**src/rtl/tcam_pkg.sv**
```systemverilog
// tcam_pkg: shared defaults, arbiter FSM states and the in-flight tag type
// used by tcam_lookup_arb and its round-robin arbiter.
package tcam_pkg;

  localparam int DEF_KEY_W    = 4;
  localparam int DEF_IDX_W    = 4;
  localparam int DEF_TCAM_LAT = 4;

  // Requester ids are sized for the largest supported requester count so the
  // tag type does not depend on the instance parameters.
  localparam int MAX_REQ = 8;
  localparam int ID_W    = $clog2(MAX_REQ);

  typedef enum logic [1:0] {
    RUN    = 2'd0,
    DRAIN  = 2'd1,
    PAUSED = 2'd2
  } arb_state_e;

  // One in-flight lookup: which requester owns the result coming back.
  typedef struct packed {
    logic            valid;
    logic [ID_W-1:0] id;
  } tag_t;

endpackage

```
**src/rtl/tcam_lookup_arb_rr_arb.sv**
```systemverilog
// rr_arb: round-robin one-hot grant among NUM_REQ requesters. The search
// starts at the pointer and wraps; after a grant the pointer moves to the
// requester just past the winner, otherwise it holds.
module rr_arb #(
  parameter int NUM_REQ = 4
) (
  input  logic               clk,
  input  logic               reset,
  input  logic               en,
  input  logic [NUM_REQ-1:0] req,
  output logic [NUM_REQ-1:0] gnt
);

  localparam int PTR_W = (NUM_REQ > 1) ? $clog2(NUM_REQ) : 1;

  logic [PTR_W-1:0]   ptr, ptr_nxt;
  logic [NUM_REQ-1:0] hi, gnt_hi, gnt_lo;

  // Lowest requester at/above the pointer wins; if none, lowest overall (wrap)
  always_comb begin
    hi     = '0;
    gnt_hi = '0;
    gnt_lo = '0;
    for (int i = 0; i < NUM_REQ; i++)
      hi[i] = req[i] && (i >= int'(ptr));
    for (int i = NUM_REQ - 1; i >= 0; i--) begin
      if (hi[i]) begin
        gnt_hi    = '0;
        gnt_hi[i] = 1'b1;
      end
      if (req[i]) begin
        gnt_lo    = '0;
        gnt_lo[i] = 1'b1;
      end
    end
    gnt = !en ? '0 : (|hi ? gnt_hi : gnt_lo);
    ptr_nxt = ptr;
    for (int i = 0; i < NUM_REQ; i++)
      if (gnt[i]) ptr_nxt = (i == NUM_REQ - 1) ? '0 : PTR_W'(i + 1);
  end

  // Pointer register
  always_ff @(posedge clk or negedge reset) begin
    if (!reset) ptr <= '0;
    else        ptr <= ptr_nxt;
  end

endmodule

```
**src/rtl/tcam_lookup_arb.sv**
```systemverilog
// tcam_lookup_arb: shares one fixed-latency TCAM lookup pipeline between
// NUM_REQ requesters. A round-robin grant feeds one key per cycle into an
// issue register; a tag shift register follows each key through the TCAM so
// the returned index is steered to its owner. pause drains the pipeline and
// reports paused once nothing is in flight.
// Optional: define TCAM_ARB_CHECK_EN to build the sticky err_lat checker that
// flags results arriving without a tag or tags arriving without a result.
module tcam_lookup_arb
  import tcam_pkg::*;
#(
  parameter int NUM_REQ  = 4,
  parameter int KEY_W    = DEF_KEY_W,
  parameter int IDX_W    = DEF_IDX_W,
  parameter int TCAM_LAT = DEF_TCAM_LAT
) (
  input  logic                     clk,
  input  logic                     reset,
  input  logic [NUM_REQ-1:0]       req_vld,
  input  logic [NUM_REQ*KEY_W-1:0] req_key,
  output logic [NUM_REQ-1:0]       req_rdy,
  output logic                     tcam_key_vld,
  output logic [KEY_W-1:0]         tcam_key,
  input  logic                     tcam_res_vld,
  input  logic [IDX_W-1:0]         tcam_res,
  output logic [NUM_REQ-1:0]       rsp_vld,
  output logic [IDX_W-1:0]         rsp_idx,
  input  logic                     pause,
  output logic                     paused,
  output logic                     err_lat
);

  arb_state_e          state, state_nxt;
  logic                grant_en;
  logic [NUM_REQ-1:0]  gnt;
  logic [KEY_W-1:0]    sel_key;
  logic [ID_W-1:0]     sel_id, issue_id;
  tag_t [TCAM_LAT:1]   tag_pipe;
  logic                pipe_empty;
  logic                deliver;
  logic [NUM_REQ-1:0]  ret_oh;

  // Grants only while running and not being asked to pause; held off while
  // reset is asserted so req_rdy reads 0 during reset.
  assign grant_en = reset && (state == RUN) && !pause;

  rr_arb #(.NUM_REQ(NUM_REQ)) u_arb (
    .clk   (clk),
    .reset (reset),
    .en    (grant_en),
    .req   (req_vld),
    .gnt   (gnt)
  );

  assign req_rdy = gnt;

  // Key and id of the granted requester (gnt is one-hot or zero)
  always_comb begin
    sel_key = '0;
    sel_id  = '0;
    for (int i = 0; i < NUM_REQ; i++)
      if (gnt[i]) begin
        sel_key = req_key[i*KEY_W +: KEY_W];
        sel_id  = ID_W'(i);
      end
  end

  // Issue register driving the TCAM; key holds when idle
  always_ff @(posedge clk or negedge reset) begin
    if (!reset) begin
      tcam_key_vld <= 1'b0;
      tcam_key     <= '0;
      issue_id     <= '0;
    end else begin
      tcam_key_vld <= |gnt;
      if (|gnt) begin
        tcam_key <= sel_key;
        issue_id <= sel_id;
      end
    end
  end

  // Tag shift register; stage TCAM_LAT lines up with tcam_res_vld
  always_ff @(posedge clk or negedge reset) begin
    if (!reset) begin
      tag_pipe <= '0;
    end else begin
      tag_pipe[1] <= '{valid: tcam_key_vld, id: issue_id};
      for (int s = 2; s <= TCAM_LAT; s++)
        tag_pipe[s] <= tag_pipe[s-1];
    end
  end

  // Nothing in flight: issue register and every tag stage empty
  always_comb begin
    pipe_empty = !tcam_key_vld;
    for (int s = 1; s <= TCAM_LAT; s++)
      if (tag_pipe[s].valid) pipe_empty = 1'b0;
  end

  // Results without a tag (e.g. launched before a reset) are dropped
  assign deliver = tcam_res_vld && tag_pipe[TCAM_LAT].valid;

  // One-hot owner of the result at the end of the tag pipe
  always_comb begin
    ret_oh = '0;
    for (int i = 0; i < NUM_REQ; i++)
      ret_oh[i] = (tag_pipe[TCAM_LAT].id == ID_W'(i));
  end

  // Response register: strobe to owner, index holds between responses
  always_ff @(posedge clk or negedge reset) begin
    if (!reset) begin
      rsp_vld <= '0;
      rsp_idx <= '0;
    end else begin
      rsp_vld <= deliver ? ret_oh : '0;
      if (deliver) rsp_idx <= tcam_res;
    end
  end

  // FSM state register
  always_ff @(posedge clk or negedge reset) begin
    if (!reset) state <= RUN;
    else        state <= state_nxt;
  end

  // FSM next state: dropping pause always wins back to RUN
  always_comb begin
    state_nxt = state;
    case (state)
      RUN:     if (pause) state_nxt = DRAIN;
      DRAIN: begin
        if (!pause)          state_nxt = RUN;
        else if (pipe_empty) state_nxt = PAUSED;
      end
      PAUSED:  if (!pause) state_nxt = RUN;
      default: state_nxt = RUN;
    endcase
  end

  // paused flop mirrors the PAUSED state
  always_ff @(posedge clk or negedge reset) begin
    if (!reset) paused <= 1'b0;
    else        paused <= (state_nxt == PAUSED);
  end

`ifdef TCAM_ARB_CHECK_EN
  // Sticky latency checker: result and last tag stage must always agree
  always_ff @(posedge clk or negedge reset) begin
    if (!reset)                                        err_lat <= 1'b0;
    else if (tcam_res_vld != tag_pipe[TCAM_LAT].valid) err_lat <= 1'b1;
  end
`else
  assign err_lat = 1'b0;
`endif

endmodule

```
**config.mk**
```make
export PLATFORM = sky130hd
export DESIGN_NAME = tcam_lookup_arb
export DESIGN_NICKNAME = d
export VERILOG_FILES = /design/src/rtl/tcam_pkg.sv /design/src/rtl/tcam_lookup_arb_rr_arb.sv /design/src/rtl/tcam_lookup_arb.sv
export SDC_FILE = /design/constraint.sdc
export NUM_CORES = 1
export LEC_CHECK = 0
export ABC_AREA = 1
export BUFFER_PORTS_ARGS = -buffer_cell sky130_fd_sc_hd__buf_2
export CAP_MARGIN = 5
export CORE_ASPECT_RATIO = 1.5
export CORE_MARGIN = 2
export CORE_UTILIZATION = 46
export CTS_BUF_LIST = sky130_fd_sc_hd__clkbuf_8
export DETAILED_ROUTE_END_ITERATION = 8
export PLACE_DENSITY_LB_ADDON = 0.08
export SLEW_MARGIN = 15
export SYNTH_ARGS = -nofsm -noshare
export SYNTH_HDL_FRONTEND = slang
export SYNTH_SLANG_ARGS = --single-unit
```
**constraint.sdc**
```tcl
create_clock -name clk -period 1.4 [get_ports clk]
set_input_delay 0.28 -clock clk [delete_from_list [all_inputs] [get_ports clk]]
set_output_delay 0.28 -clock clk [all_outputs]
set_load 0.02 [all_outputs]
```
==> results of run 1 <==
-- what timing repair did --
item                                    in CTS  in global routing
pin swaps                                   14                 12
endpoints found under the setup margin      13                 13
buffers inserted                            20                  0
gates resized for setup                     16                 11
-- power by group through the flow --
stage          registers (mW)  logic [mW]  clock network, mW
2_1_floorplan            1.66       0.645                  0
4_1_cts                  1.51        1.67              0.654
3_3_place_gp             1.50        1.32                  0
5_1_grt                  1.56        1.89              0.707
6_report                 1.52        1.75              0.632
3_5_place_dp             1.52        1.35                  0
-- synth_stat cells --
cell type   n  area share [%]
buf_4       1            0.55
nor3_2      1            0.73
nor3_1      4             1.5
nand3_2     3             2.2
nor2_4      2             1.6
nand2_2     9             4.1
nor2_1     12             3.3
nand3b_1    1            0.55
nor4_1      1            0.45
a31oi_1     1            0.45
nand2_4     1            0.82
a31o_2      1            0.64
inv_1      18             4.9
nand3_1    13             4.7
nand2_1    20             5.4
nand4_1     5             2.3
inv_2       2            0.55
mux2_2      4             3.3
a21oi_4     1             1.2
a21oi_1     2            0.73
o21ai_0     1            0.36
nand4_2     1            0.91
dfrtp_1    32              58
and2_1      1            0.45
conb_1      1            0.27
-- logic make-up after synthesis --
kind of cell | share of synthesized area [%]
buffers and inverters | 5.99
flip-flops | 58.1
other | 0.272
multiplexers | 3.27
AO/OA/AOI/OAI | 3.36
AND/OR/NAND/NOR | 29.0
-- final cells by class --
| type | count | area, sq um | share of cell area [%] |
|---|---|---|---|
| inverter | 20 | 75.1 | 3.69 |
| multi-input combinational | 85 | 554 | 27.2 |
| clock inverter | 2 | 8.76 | 0.430 |
| sequential | 32 | 801 | 39.3 |
| tap | 39 | 48.8 | 2.40 |
| clock buffer | 5 | 68.8 | 3.38 |
| timing repair buffer | 76 | 480 | 23.6 |
-- layout by cell type (no fill, tap or decap), types with 2 or more instances in the layout --
cell / netlist / layout
nand2_4: 1 / 4
buf_2: 0 / 42
nor2_1: 12 / 11
nand2_1: 20 / 16
nand3_2: 3 / 7
buf_4: 1 / 30
buf_6: 0 / 4
dfrtp_1: 32 / 32
nand4_1: 5 / 5
inv_1: 18 / 13
mux2_2: 4 / 4
nand3_1: 13 / 9
clkbuf_8: 0 / 5
inv_2: 2 / 8
nor2_4: 2 / 2
nor3_1: 4 / 4
nand2_2: 9 / 10
-- layer usage --
layer	up-vias	global-route usage, %	routed length, um
li1	604	-	-
met1	597	23.5	1340
met2	60	43.2	1860
met3	16	4.01	184
met4	0	14.3	152
met5	-	0	0
-- worst paths after layout --
path	startpoint	end	slack (ns)
setup reg to reg	u_arb.ptr[0]$_DFFE_PN0P_	tcam_key[0]$_DFFE_PN0P_	-0.25
max in group asynchronous	reset	tag_pipe[9]$_DFF_PN0_	1.07
hold / removal	reset	tag_pipe[15]$_DFF_PN0_	0.05
setup / recovery	u_arb.ptr[0]$_DFFE_PN0P_	req_rdy[0]	-0.33
min in group clk	tcam_res[0]	rsp_idx[0]$_DFFE_PN0P_	0.24
hold reg to reg	tag_pipe[8]$_DFF_PN0_	tag_pipe[12]$_DFF_PN0_	0.35
-- critical path, delay by kind of cell (launching register included) --
family,cells,cell delay [ns]
AND/OR/NAND/NOR,5,0.54
flip-flops,1,0.43
buffers and inverters,3,0.21
-- sequential cells by signal, indices dropped and copies added, names as in the netlist --
name,flops
issue_id,2
paused,1
rsp_idx,4
rsp_vld,4
state,2
tag_pipe,12
tcam_key,4
tcam_key_vld,1
u_arb.ptr,2
-- stage by stage --
stage | hold WS, ns | instance area, sq um
global placement | 0.332 | 1740
global route | 0.0761 | 2040
finish | 0.0487 | 2040
CTS | 0.0580 | 2010
detailed placement | 0.339 | 1740
floorplan | -0.0156 | 1380
==> flow_summary.json, run 1 <==
{
  "clock-sinks": 32,
  "grt_util_all_layers_pct": 23.2,
  "numCtsBuffers": 5,
  "htree_levels": 2,
  "syn_area_sq_um": 1380,
  "routed_wl_um": 3530,
  "leakage_nw": 1.16,
  "combPwrFrac_pct": 44.9,
  "antenna_found_initial": 0,
  "ant_nets": 0,
  "p_seq_share_pct": 38.9,
  "fmax_mhz": 576,
  "yosys_warnings": 0,
  "wl_per_cell_um": 13.6,
  "drive_above_1_share_pct": 55.9,
  "finalCriticalPeriod_ns": 1.73,
  "routabilityCongestion": 0.851,
  "area_growth_pct": 47.9,
  "hold_buffers": 0,
  "dp_cells": 234,
  "via_count": 1277,
  "start_util_pct": 47.8,
  "die_x_um": 48.7,
  "gr-total-overflow": 0,
  "hpwl_um": 2460,
  "switching_share_pct": 37.4,
  "insertedDiodeCount": 0,
  "yosysSeqAreaShare_pct": 58.1,
  "hp-class": "in -> async",
  "final_max_slew_viol_count": 0,
  "cp.arrival_ns": 1.45,
  "clk_latency_ns": 0.27,
  "cts_root_buffer": "clkbuf_8",
  "syn_nets": 166,
  "final_net_count": 248,
  "drt_iter0_markers": 13,
  "period_share_pct": 124,
  "core_region_area_sq_um": 2880,
  "ys_ff_latch": 32,
  "p_int_mw": 2.44,
  "status": "complete, but fails checks",
  "rsz0062_at_grt": "yes",
  "crit_type": "reg -> out",
  "clockBufferDepth": 2,
  "die_h_um": 71.0,
  "p_total_mw": 3.90,
  "finalSetupViolations": 13,
  "dr.pass1.iters": 4,
  "dieArea_sq_um": 3460,
  "syn_inst": 138,
  "final.setup.tns_ns": -3.20,
  "synth.distinct_cells": 25,
  "crit_fanout": 3,
  "crit_path_end_kind": "output pin",
  "slowest_stage": "dfrtp_1",
  "setup_slack_ns": -0.335,
  "fillers": 233,
  "drc": 0,
  "syn_area_per_cell_sq_um": 9.98,
  "finalHoldViolCount": 0,
  "max_stage_delay_ns": 0.43,
  "dpl_worst_slack_ns": -0.100,
  "portBuffers": 45,
  "grt_max_degree": 33,
  "via_per_inst": 4.93,
  "netSwitchingPower_mw": 1.46,
  "vdd_drop_max_v": 0.00112,
  "crit_required_ns": 1.12,
  "placementRows": 24,
  "cp-start-kind": "flip-flop",
  "utilization_pct": 70.7,
  "violations": "negative setup slack",
  "drv_cap": 0,
  "pin_count": 47,
  "reg2regPathDepth": 11,
  "clock_power_share_pct": 16.2,
  "cts_tree": "yes",
  "clk_pin_slew_ns": 0.06,
  "grt_pass1_vias": 1389,
  "final_cells": 259,
  "power_density_nw_per_um2": 1910,
  "path_cells": "nand2_2, nand2_2, nand4_1, nand2_1, inv_2, nand2_4, inv_2, buf_6",
  "grt_first_pass_wirelength_um": 5950,
  "fin_skew_ns": 0.000752
}
Power figures use the tool's default switching activity.
==> run 2: changes to the inputs <==
==> constraint.sdc (replaced) <==
create_clock -name clk -period 1.4 [get_ports clk]
set_input_delay 0.35 -clock clk [delete_from_list [all_inputs] [get_ports clk]]
set_output_delay 0.35 -clock clk [all_outputs]
set_load 0.02 [all_outputs]
==> flow_summary.json, run 2 (synthesis gave the netlist of run 1 again) <==
{
  "cp-start-kind": "flip-flop",
  "finalCriticalPeriod_ns": 1.78,
  "via_count": 1271,
  "area_growth_pct": 54.7,
  "die_h_um": 71.0,
  "crit_path_end_kind": "output pin",
  "multiInputGateArea_sq_um": 577,
  "clockBufferDepth": 2,
  "violations": "negative setup slack",
  "status": "complete, but fails checks",
  "final_cell_mix": "buf_2 (41), dfrtp_1 (32), buf_4 (25)",
  "grt_util_all_layers_pct": 21.6,
  "stdcell_area_sq_um": 2130,
  "p_int_mw": 2.69,
  "clock-sinks": 32,
  "fmax_mhz": 563,
  "dp_cells": 240,
  "routed_wl_um": 3450,
  "period_share_pct": 127,
  "via_per_inst": 4.91,
  "dieArea_sq_um": 3460,
  "cp.arrival_ns": 1.43,
  "p_seq_share_pct": 36.0,
  "max_stage_delay_ns": 0.41,
  "drv_cap": 0,
  "drc": 0,
  "clock_power_share_pct": 22.6,
  "start_util_pct": 47.8,
  "power_density_nw_per_um2": 1960,
  "layout.area.seq_sq_um": 801,
  "crit_required_ns": 1.05,
  "portBuffers": 45,
  "dpl_worst_slack_ns": -0.121,
  "switching_share_pct": 35.4,
  "crit_type": "reg -> out",
  "whs_ns": 0.155,
  "combPwrFrac_pct": 41.4,
  "vdd_drop_max_v": 0.00133,
  "grt_first_pass_wirelength_um": 5670,
  "die_x_um": 48.7,
  "rsz0062_at_grt": "yes",
  "top_register": "tag_pipe",
  "cts_root_buffer": "clkbuf_8",
  "hold_buffers": 0,
  "p_total_mw": 4.17,
  "placed_area_sq_um": 1790,
  "antenna_found_initial": 0,
  "routabilityCongestion": 0.816,
  "gr-total-overflow": 0,
  "ant_nets": 0,
  "final_net_count": 247,
  "fin_skew_ns": 0.00575,
  "largest_reg_flops": 12,
  "cts_tree": "yes",
  "clk_pin_slew_ns": 0.06,
  "htree_levels": 2,
  "drive_above_1_share_pct": 55.0,
  "drt_iter0_markers": 22,
  "placementRows": 24,
  "fillers": 216,
  "final_max_slew_viol_count": 0,
  "numCtsBuffers": 5,
  "finalHoldViolCount": 0,
  "wl_per_cell_um": 13.3,
  "setup_slack_ns": -0.375,
  "dr.pass1.iters": 6,
  "final_common_cell": "buf_2",
  "grt_max_degree": 33,
  "netSwitchingPower_mw": 1.48,
  "grt_pass1_vias": 1296,
  "hpwl_um": 2480,
  "core_region_area_sq_um": 2880,
  "path_cells": "inv_2, nand2_2, nand2_2, nand2_4, buf_12, nand4_4, inv_2, buf_6",
  "clk_latency_ns": 0.27,
  "crit_fanout": 3,
  "finalSetupViolations": 13,
  "insertedDiodeCount": 0,
  "pin_count": 47,
  "slowest_stage": "dfrtp_1",
  "hp-class": "in -> async",
  "leakage_nw": 1.18,
  "final.setup.tns_ns": -3.79,
  "utilization_pct": 73.9,
  "final_cells": 259
}
[run 2: final cells by class]
class	count	share of cell area, %
Timing Repair Buffer	75	23.6
Sequential cell	32	37.6
Tap cell	39	2.29
Clock inverter	1	1.41
Clock buffer	7	4.52
Multi-Input combinational cell	85	27.1
Inverter	20	3.52
[run 2: repair_timing]
action                     in CTS  in global routing
setup buffers                   8                  7
setup endpoints to repair      13                 13
pin swaps                       7                 22
gates resized for setup        18                 15
[run 2: power groups by stage]
stage,logic [mW],clock network [mW],registers [mW]
6_report,1.73,0.941,1.50
3_5_place_dp,1.39,0,1.52
2_1_floorplan,0.646,0,1.66
3_3_place_gp,1.35,0,1.49
5_1_grt,1.85,1.01,1.55
4_1_cts,1.58,0.959,1.51
[run 2: worst paths after layout]
| kind | from | endpoint | slack (ns) | cells after the start |
|---|---|---|---|---|
| worst max-delay path | u_arb.ptr[0]$_DFFE_PN0P_ | req_rdy[3] | -0.38 | 8 |
| worst min-delay path | reset | tag_pipe[7]$_DFF_PN0_ | 0.16 | 2 |
| worst max register to register | u_arb.ptr[0]$_DFFE_PN0P_ | issue_id[0]$_DFFE_PN0P_ | -0.29 | 14 |
| worst min register to register | tag_pipe[9]$_DFF_PN0_ | tag_pipe[13]$_DFF_PN0_ | 0.35 | 0 |
| max in group asynchronous | reset | u_arb.ptr[1]$_DFFE_PN0P_ | 0.96 | 2 |
| min in group clk | tcam_res[0] | rsp_idx[0]$_DFFE_PN0P_ | 0.31 | 2 |
[run 2: metal layers]
layer / wire [um] / GRT usage (%)
met4: 110 / 11.7
met5: 0 / 0
met3: 224 / 4.85
met2: 1890 / 38.8
met1: 1230 / 23.1
[run 2: worst max-delay path, delay by kind of cell, from the launching register on]
family	cells	cell delay [ns]
flops	1	0.41
buf+inv	4	0.36
simple gates	4	0.38
==> run 3: changes to the inputs <==
--- a/config.mk
+++ b/config.mk
@@ -8,9 +8,9 @@
 export ABC_AREA = 1
 export BUFFER_PORTS_ARGS = -buffer_cell sky130_fd_sc_hd__buf_2
 export CAP_MARGIN = 5
-export CORE_ASPECT_RATIO = 1.5
+export CORE_ASPECT_RATIO = 0.9
 export CORE_MARGIN = 2
-export CORE_UTILIZATION = 46
+export CORE_UTILIZATION = 47
 export CTS_BUF_LIST = sky130_fd_sc_hd__clkbuf_8
 export DETAILED_ROUTE_END_ITERATION = 8
 export PLACE_DENSITY_LB_ADDON = 0.08
==> constraint.sdc (replaced) <==
create_clock -name clk -period 2 [get_ports clk]
set_input_delay 0.5 -clock clk [delete_from_list [all_inputs] [get_ports clk]]
set_output_delay 0.5 -clock clk [all_outputs]
set_load 0.02 [all_outputs]
==> flow_summary.json, run 3 (synthesis gave the netlist of run 1 again) <==
{
  "cp.arrival_ns": 1.46,
  "grt_pass1_vias": 1106,
  "status": "completed",
  "drive_above_1_share_pct": 46.0,
  "reg2reg_from": "u_arb.ptr[0]$_DFFE_PN0P_",
  "grt_first_pass_wirelength_um": 4580,
  "dieArea_sq_um": 3380,
  "placementRows": 18,
  "clockBufferDepth": 2,
  "via_per_inst": 4.82,
  "fin_skew_ns": 0.00370,
  "pin_count": 47,
  "crit_fanout": 4,
  "switching_share_pct": 37.8,
  "finalSetupViolations": 0,
  "p_seq_share_pct": 42.5,
  "power_density_nw_per_um2": 1310,
  "clock_power_share_pct": 17.5,
  "wl_per_cell_um": 12.0,
  "final_cell_mix": "buf_2 (42), dfrtp_1 (32), nand2_1 (19)",
  "die_x_um": 61.1,
  "final_max_slew_viol_count": 0,
  "final_common_cell": "buf_2",
  "die_h_um": 55.4,
  "drt_iter0_markers": 52,
  "hpwl_um": 2130,
  "p_total_mw": 2.47,
  "portBuffers": 45,
  "dr.pass1.iters": 4,
  "core_region_area_sq_um": 2770,
  "fmax_mhz": 510,
  "combPwrFrac_pct": 40.0,
  "period_share_pct": 98.0,
  "finalHoldViolCount": 0,
  "gr-total-overflow": 0,
  "setup_slack_ns": 0.0397,
  "leakage_nw": 1.07,
  "dpl_worst_slack_ns": 0.101,
  "largest_reg_flops": 12,
  "hp-class": "in -> async",
  "final_net_count": 230,
  "vdd_drop_max_v": 0.000727,
  "fillers": 237,
  "p_int_mw": 1.54,
  "antenna_found_initial": 0,
  "critPathLaunch": "u_arb.ptr[1]$_DFFE_PN0P_",
  "numCtsBuffers": 5,
  "start_util_pct": 49.7,
  "cp-start-kind": "flip-flop",
  "grt_max_degree": 33,
  "finalCriticalPeriod_ns": 1.96,
  "grt_util_all_layers_pct": 18.1,
  "cts_root_buffer": "clkbuf_8",
  "clk_latency_ns": 0.27,
  "crit_type": "reg -> out",
  "clk_pin_slew_ns": 0.06,
  "insertedDiodeCount": 0,
  "netSwitchingPower_uw": 932,
  "routabilityCongestion": 0.843,
  "clock-sinks": 32,
  "rsz0062_at_grt": "yes",
  "ant_nets": 0,
  "crit_path_end_kind": "output pin",
  "area_growth_pct": 36.3,
  "htree_levels": 2,
  "cts_tree": "yes",
  "drv_cap": 0,
  "routed_wl_um": 2920,
  "drc": 0,
  "via_count": 1166,
  "crit_required_ns": 1.50,
  "top_register": "tag_pipe"
}
[run 3: cell types whose count changed in the layout (fill, tap and decap cells not counted), moves of 2 or more]
| cell | change |
|---|---|
| buf_4 | -12 |
| buf_6 | -5 |
| clkbuf_8 | -2 |
| inv_1 | +4 |
| inv_2 | -3 |
| nand2_1 | +4 |
| nand2_2 | -3 |
[run 3: cell type report]
type	instances	area, sq um	share of cell area [%]
clock buffers	5	68.8	3.66
flip-flops and latches	32	801	42.6
well taps	40	50.0	2.66
clock inverters	2	8.76	0.466
inverters	20	75.1	4.00
repair buffers	58	342	18.2
multi-input cells	85	533	28.4
[run 3: what timing repair did]
item | in CTS | in global routing
pin swaps | 2 | 9
hold endpoints to repair | 0 | 0
hold buffers | 0 | 0
endpoints found under the setup margin | 3 | 4
gates resized for setup | 1 | 15
buffers inserted | 3 | 7
[run 3: worst max-delay path, stage by stage (launching register included)]
cell and delay, ns:
dfrtp_1 0.41, nand2_2 0.12, a21oi_4 0.20, nand2_2 0.11, nand2_2 0.11, nand3_4 0.07, inv_2 0.06, buf_6 0.10
[run 3: worst paths after layout]
check	endpoint	slack, ns	cells past startpoint
worst max-delay path	req_rdy[2]	0.04	7
worst min-delay path	state[0]$_DFF_PN0_	0.25	2
worst max register to register	tcam_key[1]$_DFFE_PN0P_	0.36	12
worst min register to register	tag_pipe[12]$_DFF_PN0_	0.35	0
max in group asynchronous	tag_pipe[1]$_DFF_PN0_	1.46	2
min in group clk	tag_pipe[12]$_DFF_PN0_	0.35	0
[run 3: per-layer routing]
metal	share of wire (%)	track usage (%)	vias to the layer above
met4	1.0	7.76	0
met1	43	23.5	555
met2	51	28.0	34
met3	5.0	4.92	6
met5	0	0	-
li1	-	-	571
[run 3: power by group through the flow]
stage / Clock, mW / Sequential [mW] / Combinational, mW
final: 0.431 / 1.05 / 0.988
after global routing: 0.478 / 1.08 / 1.08
after CTS: 0.454 / 1.05 / 0.879
after detailed placement: 0 / 1.06 / 0.834
after global placement: 0 / 1.04 / 0.809
after floorplan: 0 / 1.16 / 0.452
[run 3: metrics by stage]
stage	instances	utilization [%]	TNS [ns]	cell area, sq um	hold slack, ns
4_1_cts	235	63.9	0	1770	0.259
3_5_place_dp	225	60.2	0	1670	0.336
6_report	242	67.8	0	1880	0.254
2_1_floorplan	138	-	0	1380	0.204
5_1_grt	242	67.8	-0.0962	1880	0.288
3_3_place_gp	225	60.2	0	1670	0.336
